`src/rtl/serial_eq_if.sv`:
```
// Handshake and comparator-cell signal bundle for serial_eq_ctrl.
// slave is the sequencer's view. master is the producer/consumer/cell side.
interface serial_eq_if #(
  parameter int WIDTH = 8,
  parameter int IDXW  = $clog2(WIDTH),
  parameter int CNTW  = $clog2(WIDTH + 1)
);
  logic             in_valid;
  logic             in_ready;
  logic [WIDTH-1:0] a_word;
  logic [WIDTH-1:0] b_word;
  logic             cmp_a;
  logic             cmp_b;
  logic             cmp_eq;
  logic             out_valid;
  logic             out_ready;
  logic             eq;
  logic [IDXW-1:0]  mismatch_idx;
  logic [CNTW-1:0]  mismatch_cnt;
  logic             busy;

  modport slave (
    input  in_valid, a_word, b_word, cmp_eq, out_ready,
    output in_ready, cmp_a, cmp_b, out_valid, eq, mismatch_idx, mismatch_cnt, busy
  );

  modport master (
    output in_valid, a_word, b_word, cmp_eq, out_ready,
    input  in_ready, cmp_a, cmp_b, out_valid, eq, mismatch_idx, mismatch_cnt, busy
  );
endinterface

```
`src/rtl/serial_eq_ctrl.sv`:
```
// Bit-serial equality sequencer. It feeds one external XNOR cell LSB-first
// and accumulates the equality flag, the lowest mismatch index and the
// mismatch count.
module serial_eq_ctrl #(
  parameter int WIDTH      = 8,
  parameter int EARLY_EXIT = 0,
  parameter int IDXW       = $clog2(WIDTH),
  parameter int CNTW       = $clog2(WIDTH + 1)
) (
  input logic         clk,
  input logic         rst,
  serial_eq_if.slave  bus
);

  localparam logic [1:0] S_IDLE = 2'd0;
  localparam logic [1:0] S_RUN  = 2'd1;
  localparam logic [1:0] S_DONE = 2'd2;

  localparam logic [IDXW-1:0] LAST_IDX = IDXW'(WIDTH - 1);

  logic [1:0]       state;
  logic [WIDTH-1:0] a_reg;
  logic [WIDTH-1:0] b_reg;
  logic [IDXW-1:0]  idx;
  logic             eq_acc;
  logic [IDXW-1:0]  first;
  logic [CNTW-1:0]  cnt;
  logic             run_last;

  // Leave RUN on the final bit, or on the first mismatch when early exit is enabled.
  always_comb begin
    run_last = (idx == LAST_IDX);
    if ((EARLY_EXIT != 0) && !bus.cmp_eq) begin
      run_last = 1'b1;
    end
  end

  // Sequencer state, operand capture and per-bit accumulation.
  always_ff @(posedge clk or posedge rst) begin
    if (rst) begin
      state  <= S_IDLE;
      a_reg  <= '0;
      b_reg  <= '0;
      idx    <= '0;
      eq_acc <= 1'b1;
      first  <= '0;
      cnt    <= '0;
    end else begin
      case (state)
        S_IDLE: begin
          if (bus.in_valid) begin
            a_reg  <= bus.a_word;
            b_reg  <= bus.b_word;
            idx    <= '0;
            eq_acc <= 1'b1;
            first  <= '0;
            cnt    <= '0;
            state  <= S_RUN;
          end
        end
        S_RUN: begin
          if (!bus.cmp_eq) begin
            cnt <= cnt + CNTW'(1);
            if (eq_acc) begin
              first  <= idx;
              eq_acc <= 1'b0;
            end
          end
          // idx stays on the last scanned bit so it never leaves 0..WIDTH-1.
          if (run_last) begin
            state <= S_DONE;
          end else begin
            idx <= idx + IDXW'(1);
          end
        end
        S_DONE: begin
          if (bus.out_ready) begin
            state <= S_IDLE;
          end
        end
        default: state <= S_IDLE;
      endcase
    end
  end

  assign bus.in_ready     = (state == S_IDLE);
  assign bus.out_valid    = (state == S_DONE);
  assign bus.busy         = (state == S_RUN);
  assign bus.cmp_a        = (state == S_RUN) ? a_reg[idx] : 1'b0;
  assign bus.cmp_b        = (state == S_RUN) ? b_reg[idx] : 1'b0;
  assign bus.eq           = eq_acc;
  assign bus.mismatch_idx = first;
  assign bus.mismatch_cnt = cnt;

endmodule

```
`src/flat_wrapper.sv`:
```
// flat-port wrapper written by rule: the top's interface ports become plain ports
module serial_eq_ctrl_flat 
#(
  parameter int WIDTH      = 8,
  parameter int EARLY_EXIT = 0,
  parameter int IDXW       = $clog2(WIDTH),
  parameter int CNTW       = $clog2(WIDTH + 1)
)
  (clk, rst, bus_in_valid, bus_a_word, bus_b_word, bus_cmp_eq, bus_out_ready, bus_in_ready, bus_cmp_a, bus_cmp_b, bus_out_valid, bus_eq, bus_mismatch_idx, bus_mismatch_cnt, bus_busy);
  serial_eq_if #(.WIDTH(WIDTH), .IDXW(IDXW), .CNTW(CNTW)) bus_i ();
  input logic clk;
  input logic rst;
  input wire logic [$bits(bus_i.in_valid)-1:0] bus_in_valid;
  input wire logic [$bits(bus_i.a_word)-1:0] bus_a_word;
  input wire logic [$bits(bus_i.b_word)-1:0] bus_b_word;
  input wire logic [$bits(bus_i.cmp_eq)-1:0] bus_cmp_eq;
  input wire logic [$bits(bus_i.out_ready)-1:0] bus_out_ready;
  output wire logic [$bits(bus_i.in_ready)-1:0] bus_in_ready;
  output wire logic [$bits(bus_i.cmp_a)-1:0] bus_cmp_a;
  output wire logic [$bits(bus_i.cmp_b)-1:0] bus_cmp_b;
  output wire logic [$bits(bus_i.out_valid)-1:0] bus_out_valid;
  output wire logic [$bits(bus_i.eq)-1:0] bus_eq;
  output wire logic [$bits(bus_i.mismatch_idx)-1:0] bus_mismatch_idx;
  output wire logic [$bits(bus_i.mismatch_cnt)-1:0] bus_mismatch_cnt;
  output wire logic [$bits(bus_i.busy)-1:0] bus_busy;
  assign bus_i.in_valid = bus_in_valid;
  assign bus_i.a_word = bus_a_word;
  assign bus_i.b_word = bus_b_word;
  assign bus_i.cmp_eq = bus_cmp_eq;
  assign bus_i.out_ready = bus_out_ready;
  assign bus_in_ready = bus_i.in_ready;
  assign bus_cmp_a = bus_i.cmp_a;
  assign bus_cmp_b = bus_i.cmp_b;
  assign bus_out_valid = bus_i.out_valid;
  assign bus_eq = bus_i.eq;
  assign bus_mismatch_idx = bus_i.mismatch_idx;
  assign bus_mismatch_cnt = bus_i.mismatch_cnt;
  assign bus_busy = bus_i.busy;
  serial_eq_ctrl #(.WIDTH(WIDTH), .EARLY_EXIT(EARLY_EXIT), .IDXW(IDXW), .CNTW(CNTW)) u_core (.clk(clk), .rst(rst), .bus(bus_i));
endmodule
```
`config.mk`:
```
export PLATFORM = sky130hd
export DESIGN_NAME = serial_eq_ctrl_flat
export DESIGN_NICKNAME = d
export VERILOG_FILES = /design/src/rtl/serial_eq_if.sv /design/src/rtl/serial_eq_ctrl.sv /design/src/flat_wrapper.sv
export SDC_FILE = /design/constraint.sdc
export NUM_CORES = 1
export LEC_CHECK = 0
export BUFFER_PORTS_ARGS = -buffer_cell sky130_fd_sc_hd__clkbuf_2
export CAP_MARGIN = 10
export CORE_UTILIZATION = 52
export DETAILED_ROUTE_END_ITERATION = 8
export GPL_TIMING_DRIVEN = 1
export HOLD_SLACK_MARGIN = 0.15
export PLACE_DENSITY_LB_ADDON = 0.08
export SETUP_SLACK_MARGIN = 0.3
export SLEW_MARGIN = 40
export SYNTH_ARGS = -nofsm -noshare
export SYNTH_HDL_FRONTEND = slang
export SYNTH_SLANG_ARGS = --single-unit
```
`constraint.sdc`:
```
create_clock -name clk -period 1.7 [get_ports clk]
set_input_delay 0.17 -clock clk [delete_from_list [all_inputs] [get_ports clk]]
set_output_delay 0.17 -clock clk [all_outputs]
set_load 0.005 [all_outputs]
```
# Word-level counts from Yosys, hierarchy flattened
# Cells that the tools add are included.
dict set report word_totals {
  in_bits 21
  reg_bits 29
  word_cells 48
  output_inout_bits 13
}
dict set report classes {
  n_reduce_logical 7
  add_sub_neg 2
  n_eq_ne 9
  mux 22
  magnitude_cmp 1
}
# cell count
set op_table {}
lappend op_table {{$mux W3} 4}
lappend op_table {{$pmux W3 S2} 2}
lappend op_table {{$reduce_and A3 Y1} 3}
lappend op_table {{$mux W4} 2}
lappend op_table {{$ne A2 B2 Y1 const B} 4}
lappend op_table {{$pmux W4 S2} 1}
lappend op_table {{$bmux W1 S3} 2}
lappend op_table {{$mux W1} 6}
lappend op_table {{$mux W2} 3}
lappend op_table {{$pmux W2 S3} 1}
lappend op_table {{$add A4 B1 Y4 const B} 1}
lappend op_table {{$lt A3 B4 Y1 const B} 1}
lappend op_table {{$ne A2 B1 Y1 const B} 2}
lappend op_table {{$reduce_and A4 Y1} 1}
lappend op_table {{$add A3 B1 Y3 const B} 1}
lappend op_table {{$eq A3 B3 Y1 const B} 1}
lappend op_table {{$eq A2 B1 Y1 const B} 1}
lappend op_table {{$eq A2 B2 Y1 const B} 1}
lappend op_table {{$logic_not A2 Y1} 1}
lappend op_table {{$pmux W1 S2} 1}
lappend op_table {{$reduce_and A2 Y1} 1}
lappend op_table {{$reduce_bool A2 Y1} 1}

# Depth between registers and ports, before layout
# Gate-level depths: netlist (run 1).
dict set report depth {
  word_depth 3
  mapped_depth 5
  depth_no_buf 5
}

# Worst setup path after synthesis (run 1)
# No wires, ideal clock.
dict set report synth_timing {
  path_kind {register -> register}
  start {reg u_core.idx[1]}
  end {reg u_core.idx[0]}
  setup_time_ns 0.125
  arrival_time_ns 1.381
  slack_ns 0.193
  required_ns 1.575
  synth_period_minus_slack_ns 1.507
  n_path_buf 0
  path_stages_with_launch 6
  path_cell_list {dfrtp_1 ha_1 ha_1 nor3b_2 nor2_2 mux2_4}
}
dict set report synth_via {
  elab_chain_len 3
}
# element line_no
set synth_rtl {}
lappend synth_rtl {{start: declaration} serial_eq_ctrl.sv:24} ;# logic [IDXW-1:0] idx;
lappend synth_rtl {{start signal: assignment} serial_eq_ctrl.sv:73} ;# idx <= idx + IDXW'(1);
lappend synth_rtl {{$eq A3 B3 Y1} serial_eq_ctrl.sv:32} ;# run_last = (idx == LAST_IDX);
lappend synth_rtl {{$ne A2 B2 Y1 (no line)} n/a}
lappend synth_rtl {{$reduce_and A3 Y1 (no line)} n/a}
# Every way passes these cells.
# A chain may end at the register's enable or synchronous reset.

# Worst setup path in the final report (run 1)
dict set report layout_timing {
  start {reg u_core.idx[0]}
  end {out bus_cmp_a}
}
dict set report layout_via {
  elab_chain_len 3
}
# element line_no
set layout_rtl {}
lappend layout_rtl {{$bmux W1 S3} serial_eq_ctrl.sv:89} ;# assign bus.cmp_a = (state == S_RUN) ? a_reg[idx] : 1'b0;
lappend layout_rtl {{$mux W1 (not written as such)} serial_eq_ctrl.sv:89}
lappend layout_rtl {{$mux W1} serial_eq_ctrl.sv:89}
lappend layout_rtl {{end: declaration} flat_wrapper.sv:19} ;# output wire logic [$bits(bus_i.cmp_a)-1:0] bus_cmp_a;
# Every way passes these cells. The select of a mux whose other input is x is not followed.

==> impl_metrics.ini, run 1 <==
[synthesis]
synth_most_common_cell = nand2_1
synth-edff-count = 0
synthCells = 135
synth_nets = 159
ys_seq_elements = 29
yosysSeqAreaShare_pct = 51.4
syn_avg_cell_area_sq_um = 10.5
async_flop_share_pct = 100
synth_top_cell_by_area = dfrtp_1
yosys-top-cells-area = dfrtp_1 (50%), nand2_1 (15%), mux4_2 (6.4%)
synthTopCellsByCount = nand2_1 (55), dfrtp_1 (28), a22o_1 (6)
synthFlopType = dfrtp_1
synth_top_area_share_pct = 49.6
synth_area_sq_um = 1410
ys_types = 29
ys_warn_count = 0

[clocking]
clk_pin_slew_ns = 0.09
clock_path_buffers = 2
h-tree-depth = 2
numCtsBuffers = 5
root_buffer = clkbuf_4
clock-sinks = 29
clk_latency_ns = 0.33
cts_tree = yes

[die]
top_level_ports = 34
start_util_pct = 56.1
fp-row-count = 18
die_w_um = 54.1
dieArea_sq_um = 2930
core-area_sq_um = 2520
die_y_um = 54.1

[layout]
area_growth_pct = 43.5
drive_gt1_share_pct = 39.6
register_area_sq_um = 732
diodes = 0
multi_input_area_sq_um = 663
fillers = 168
nets = 230

[global_route]
grt_overflow = 0
grt_pass1_wl_um = 4790
grt_max_degree = 30
grt_usage_pct = 24.1
antenna_found_initial = 0
grt_pass1_vias = 1129

[worst_setup_path]
worstPathCellList = buf_6 -> mux4_2 -> mux2i_1 -> nor2_1 -> clkbuf_2
worst_setup_path_end_kind = output pin
cp_slowest_cell = mux4_2
r2r_end = u_core.idx[0]
ff2ff_path_depth = 7
crit_fanout = 4
crit_type = register to output pin
r2r-start = u_core.idx[0]
reg2reg_slack_ns = 0.01
worstPathArrival_ns = 1.63
slowest_delay_ns = 0.48
cp-start-kind = register
critPathRequiredTime_ns = 1.53

[timing]
report.final.setup_viol = 2
skew_ns = 0.00485
fmax_mhz = 557
tightestPinTransition_ns = 0.366
maxSlewViolCount = 0
finalHoldViolCount = 0
relSlewSlack_pct = 75.6
layout_min_cycle_time_ns = 1.80
tns_ns = -0.191
fin_crit_sh_pct = 106
whs_ns = 0.200
worst_slack_ns = -0.0956
rsz0062_at_grt = true

[power]
power_density_nw_per_um2 = 1670
p_leak_nw = 1.07
peakVddDrop_mv = 1.16
finalPower_mw = 3.40

[flow_run]
drv_cap = 0

[routing]
post_drt_via_cell_ratio = 5.08
wl_per_cell_um = 13.0
drtIter0Drc = 14
routed_wl_um = 3070
vias = 1203
drcViolationCount = 0
drtAntennaViolNets = 0
firstDrtPassIters = 4

[placement]
io_buffers = 33
dp.final_hpwl_um = 1870
gp_congestion = 0.802

[min_path]
holdCritPathClass = primary input to register
hold_depth = 3
min_to = u_core.bus.eq
hold_start = bus_cmp_eq

[run_status]
violations = setup timing
status = complete, but fails checks
## per-layer routing
layer,wire length (um),GRT usage [%],share of wire (%),up-vias
met5,0,0,0,-
met4,54,12.4,1.8,0
met3,143,8.47,4.7,6
met2,1510,37.2,49,37
met1,1360,29.5,44,567
li1,-,-,-,593
## critical path, delay by kind of cell (launching register included)
kind	cells	cell delay (ns)
mux	2	0.62
flops	1	0.41
simple gates	1	0.05
buf+inv	2	0.22
## kinds of logic after synthesis
group | after synthesis | synth area share, %
mux | 11 | 11.8
flops | 29 | 51.4
simple gates | 69 | 22.7
xor+xnor | 1 | 0.620
compound gates | 11 | 6.37
buf+inv | 11 | 4.51
fa+ha+maj | 3 | 2.66
## timing repair
item,CTS,global route
endpoints found under the setup margin,11,14
cloned,0,0
hold buffers,18,0
gates resized for setup,5,8
buffers inserted,7,4
endpoints found under the hold margin,45,0
pin swaps,3,2
## per-stage QoR
step	utilization (%)	std cells	area (sq um)	worst slack, ns
CTS	78.3	233	1980	-0.127
global placement	65.5	200	1650	0.182
detailed placement	65.5	200	1650	0.167
floorplan	-	135	1440	0.221
finish	80.4	237	2030	-0.0956
global route	80.4	237	2030	-0.186
## cells in the final DEF (no fill, tap or decap), drive strengths merged, types with 2 or more instances in the layout
master,Yosys,routed
nor2,6,6
buf,6,19
mux2,2,2
nand2,55,55
mux4,4,4
nor3b,2,2
dlygate4sd3,0,18
ha,3,3
inv,5,5
dfrtp,28,28
clkbuf,0,40
a22o,6,6
mux2i,5,5
## worst max-delay path by stage
stage / startpoint / end / slack [ns] / depth (start not counted)
finish: u_core.idx[0] / bus_cmp_a / -0.1 / 5
global route: u_core.idx[0] / bus_cmp_a / -0.19 / 5
CTS: u_core.idx[0] / bus_cmp_b / -0.13 / 5
detailed placement: u_core.idx[0] / u_core.idx[0] / 0.17 / 5
global placement: u_core.idx[0] / bus_cmp_a / 0.18 / 5
floorplan: u_core.idx[1] / u_core.idx[0] / 0.22 / 5
## power by group
part	internal (mW)	switching (mW)
logic	0.962	0.709
clock network	0.239	0.242
registers	1.01	0.238
## area by class of cell
| type | count | area share, % |
|---|---|---|
| Clock buffer | 7 | 3.21 |
| Clock inverter | 1 | 0.247 |
| Inverter | 5 | 0.925 |
| Multi-Input combinational cell | 95 | 32.7 |
| Sequential cell | 29 | 36.1 |
| Tap cell | 30 | 1.85 |
| Timing Repair Buffer | 70 | 25.0 |
Note: power is estimated with default switching activity, not from simulation.
==> inputs of run 2 (changes only) <==
--- a/config.mk
+++ b/config.mk
@@ -5,6 +5,7 @@
 export SDC_FILE = /design/constraint.sdc
 export NUM_CORES = 1
 export LEC_CHECK = 0
+export ABC_AREA = 0
 export BUFFER_PORTS_ARGS = -buffer_cell sky130_fd_sc_hd__clkbuf_2
 export CAP_MARGIN = 10
 export CORE_UTILIZATION = 52
==> constraint.sdc (replaced) <==
create_clock -name clk -period 2.05 [get_ports clk]
set_input_delay 0.205 -clock clk [delete_from_list [all_inputs] [get_ports clk]]
set_output_delay 0.205 -clock clk [all_outputs]
set_load 0.005 [all_outputs]
==> impl_metrics.ini, run 2 (same netlist as run 1, synthesis figures left out) <==
[run_status]
status = finished clean

[layout]
post-route-util_pct = 73.8
final_area_sq_um = 1860
fillers = 190
final_common_cell = nand2_1
area_growth_pct = 31.6
nets = 217
drive_gt1_share_pct = 31.6
diodes = 0
final_cell_mix = nand2_1 (55), clkbuf_2 (33), dfrtp_1 (26)

[placement]
gp_congestion = 0.768
place_area_sq_um = 1590
dp.final_hpwl_um = 1850
io_buffers = 33
dpl_worst_slack_ns = 0.302

[timing]
rsz0062_at_grt = true
tns_ns = 0
worst_slack_ns = 0.241
maxSlewViolCount = 0
layout_min_cycle_time_ns = 1.81
finalHoldViolCount = 0
fmax_mhz = 553
report.final.setup_viol = 0
fin_crit_sh_pct = 88.3
relSlewSlack_pct = 55.5
tightestPinTransition_ns = 0.667
skew_ns = 0.00879

[clocking]
numCtsBuffers = 5
clock-sinks = 29
cts_tree = yes
h-tree-depth = 2
clk_pin_slew_ns = 0.09
clk_latency_ns = 0.33
root_buffer = clkbuf_4
clock_path_buffers = 2

[power]
peakVddDrop_mv = 0.851
p_int_mw = 1.59
seqPwrFrac_pct = 41.5
finalPower_mw = 2.50
p_sw_share_pct = 36.2
p_leak_nw = 0.986
pwr-share-clk_pct = 14.2
p_sw_uw = 903
power_density_nw_per_um2 = 1340
p_comb_share_pct = 44.3

[routing]
drtIter0Drc = 12
vias = 1146
wl_per_cell_um = 13.2
drtAntennaViolNets = 0
drcViolationCount = 0
firstDrtPassIters = 4
post_drt_via_cell_ratio = 5.14
routed_wl_um = 2940

[worst_setup_path]
reg2reg_slack_ns = 0.39
setup.worst_path.end = bus_cmp_a
worstPathArrival_ns = 1.60
crit_type = register to output pin
ff2ff_path_depth = 5
cp-start-kind = register
critPathRequiredTime_ns = 1.85
crit_fanout = 6
critPathLaunch = u_core.idx[0]
r2r_end = u_core.idx[0]
worst_setup_path_end_kind = output pin
r2r-start = u_core.idx[0]

[die]
dieArea_sq_um = 2930
die_y_um = 54.1
die_w_um = 54.1
start_util_pct = 56.1
fp-row-count = 18
core-area_sq_um = 2520
top_level_ports = 34

[global_route]
antenna_found_initial = 0
grt_max_degree = 21
grt_overflow = 0
met2_usage_pct = 38.8
busiest_layer = met2
grt_pass1_vias = 1049
grt_pass1_wl_um = 4690
grt_usage_pct = 24.1
gr-usage-met1_pct = 28.1
grt_util_met3_pct = 5.93

[min_path]
holdCritPathClass = primary input to register

[flow_run]
drv_cap = 0
## run 2: cell types whose count changed in the layout (fill, tap and decap cells not counted), sizes merged
| cell | delta |
|---|---|
| clkinv | -1 |
| buf | -13 |
## run 2: worst min-delay path by stage
| stage | startpoint | endpoint | slack (ns) | cells past startpoint |
|---|---|---|---|---|
| finish | bus_cmp_eq | u_core.bus.eq | 0.23 | 3 |
| global route | bus_cmp_eq | u_core.bus.eq | 0.25 | 3 |
| CTS | bus_cmp_eq | u_core.bus.eq | 0.22 | 3 |
| detailed placement | rst | u_core.bus.mismatch_cnt[2] | 0.31 | 2 |
| global placement | rst | u_core.bus.mismatch_cnt[3] | 0.30 | 2 |
| floorplan | rst | u_core.a_reg[0] | 0.28 | 1 |
## run 2: power groups by stage
| stage | clock network (mW) | logic (mW) | registers, mW |
|---|---|---|---|
| floorplan | 0 | 0.805 | 0.980 |
| global placement | 0 | 0.970 | 1.04 |
| detailed placement | 0 | 0.999 | 1.06 |
| CTS | 0.362 | 1.09 | 1.03 |
| global route | 0.385 | 1.24 | 1.07 |
| finish | 0.354 | 1.11 | 1.04 |
## run 2: stage by stage
| stage | std cells | hold WS (ns) |
|---|---|---|
| 2_1_floorplan | 135 | 0.282 |
| 3_3_place_gp | 195 | 0.296 |
| 3_5_place_dp | 195 | 0.307 |
| 4_1_cts | 223 | 0.220 |
| 5_1_grt | 223 | 0.253 |
| 6_report | 223 | 0.229 |
## run 2: repair_timing
action                                 in CTS  in global routing
resized for setup                           2                  1
hold buffers                               18                  0
setup endpoints to repair                   3                  3
endpoints found under the hold margin      32                  0
buffers inserted                            3                  0
## run 2: cell type report
type / instances / area [sq um] / area share [%]
clock buffer: 7 / 55.1 / 2.96
inverter: 5 / 18.8 / 1.01
multi-input combinational: 95 / 629 / 33.8
sequential: 29 / 729 / 39.2
tap: 30 / 37.5 / 2.02
timing repair buffer: 57 / 390 / 21.0
## run 2: worst max-delay path, stage by stage, from the launching register on
cell,delay (ns)
dfrtp_2,0.47
mux4_2,0.51
mux2i_1,0.14
nor2_1,0.05
clkbuf_2,0.10
## run 2: per-layer routing
layer	vias to the layer above	part of all wire (%)
li1	564	-
met3	8	3.5
met4	0	2.6
met1	547	44
met2	27	50
met5	-	0
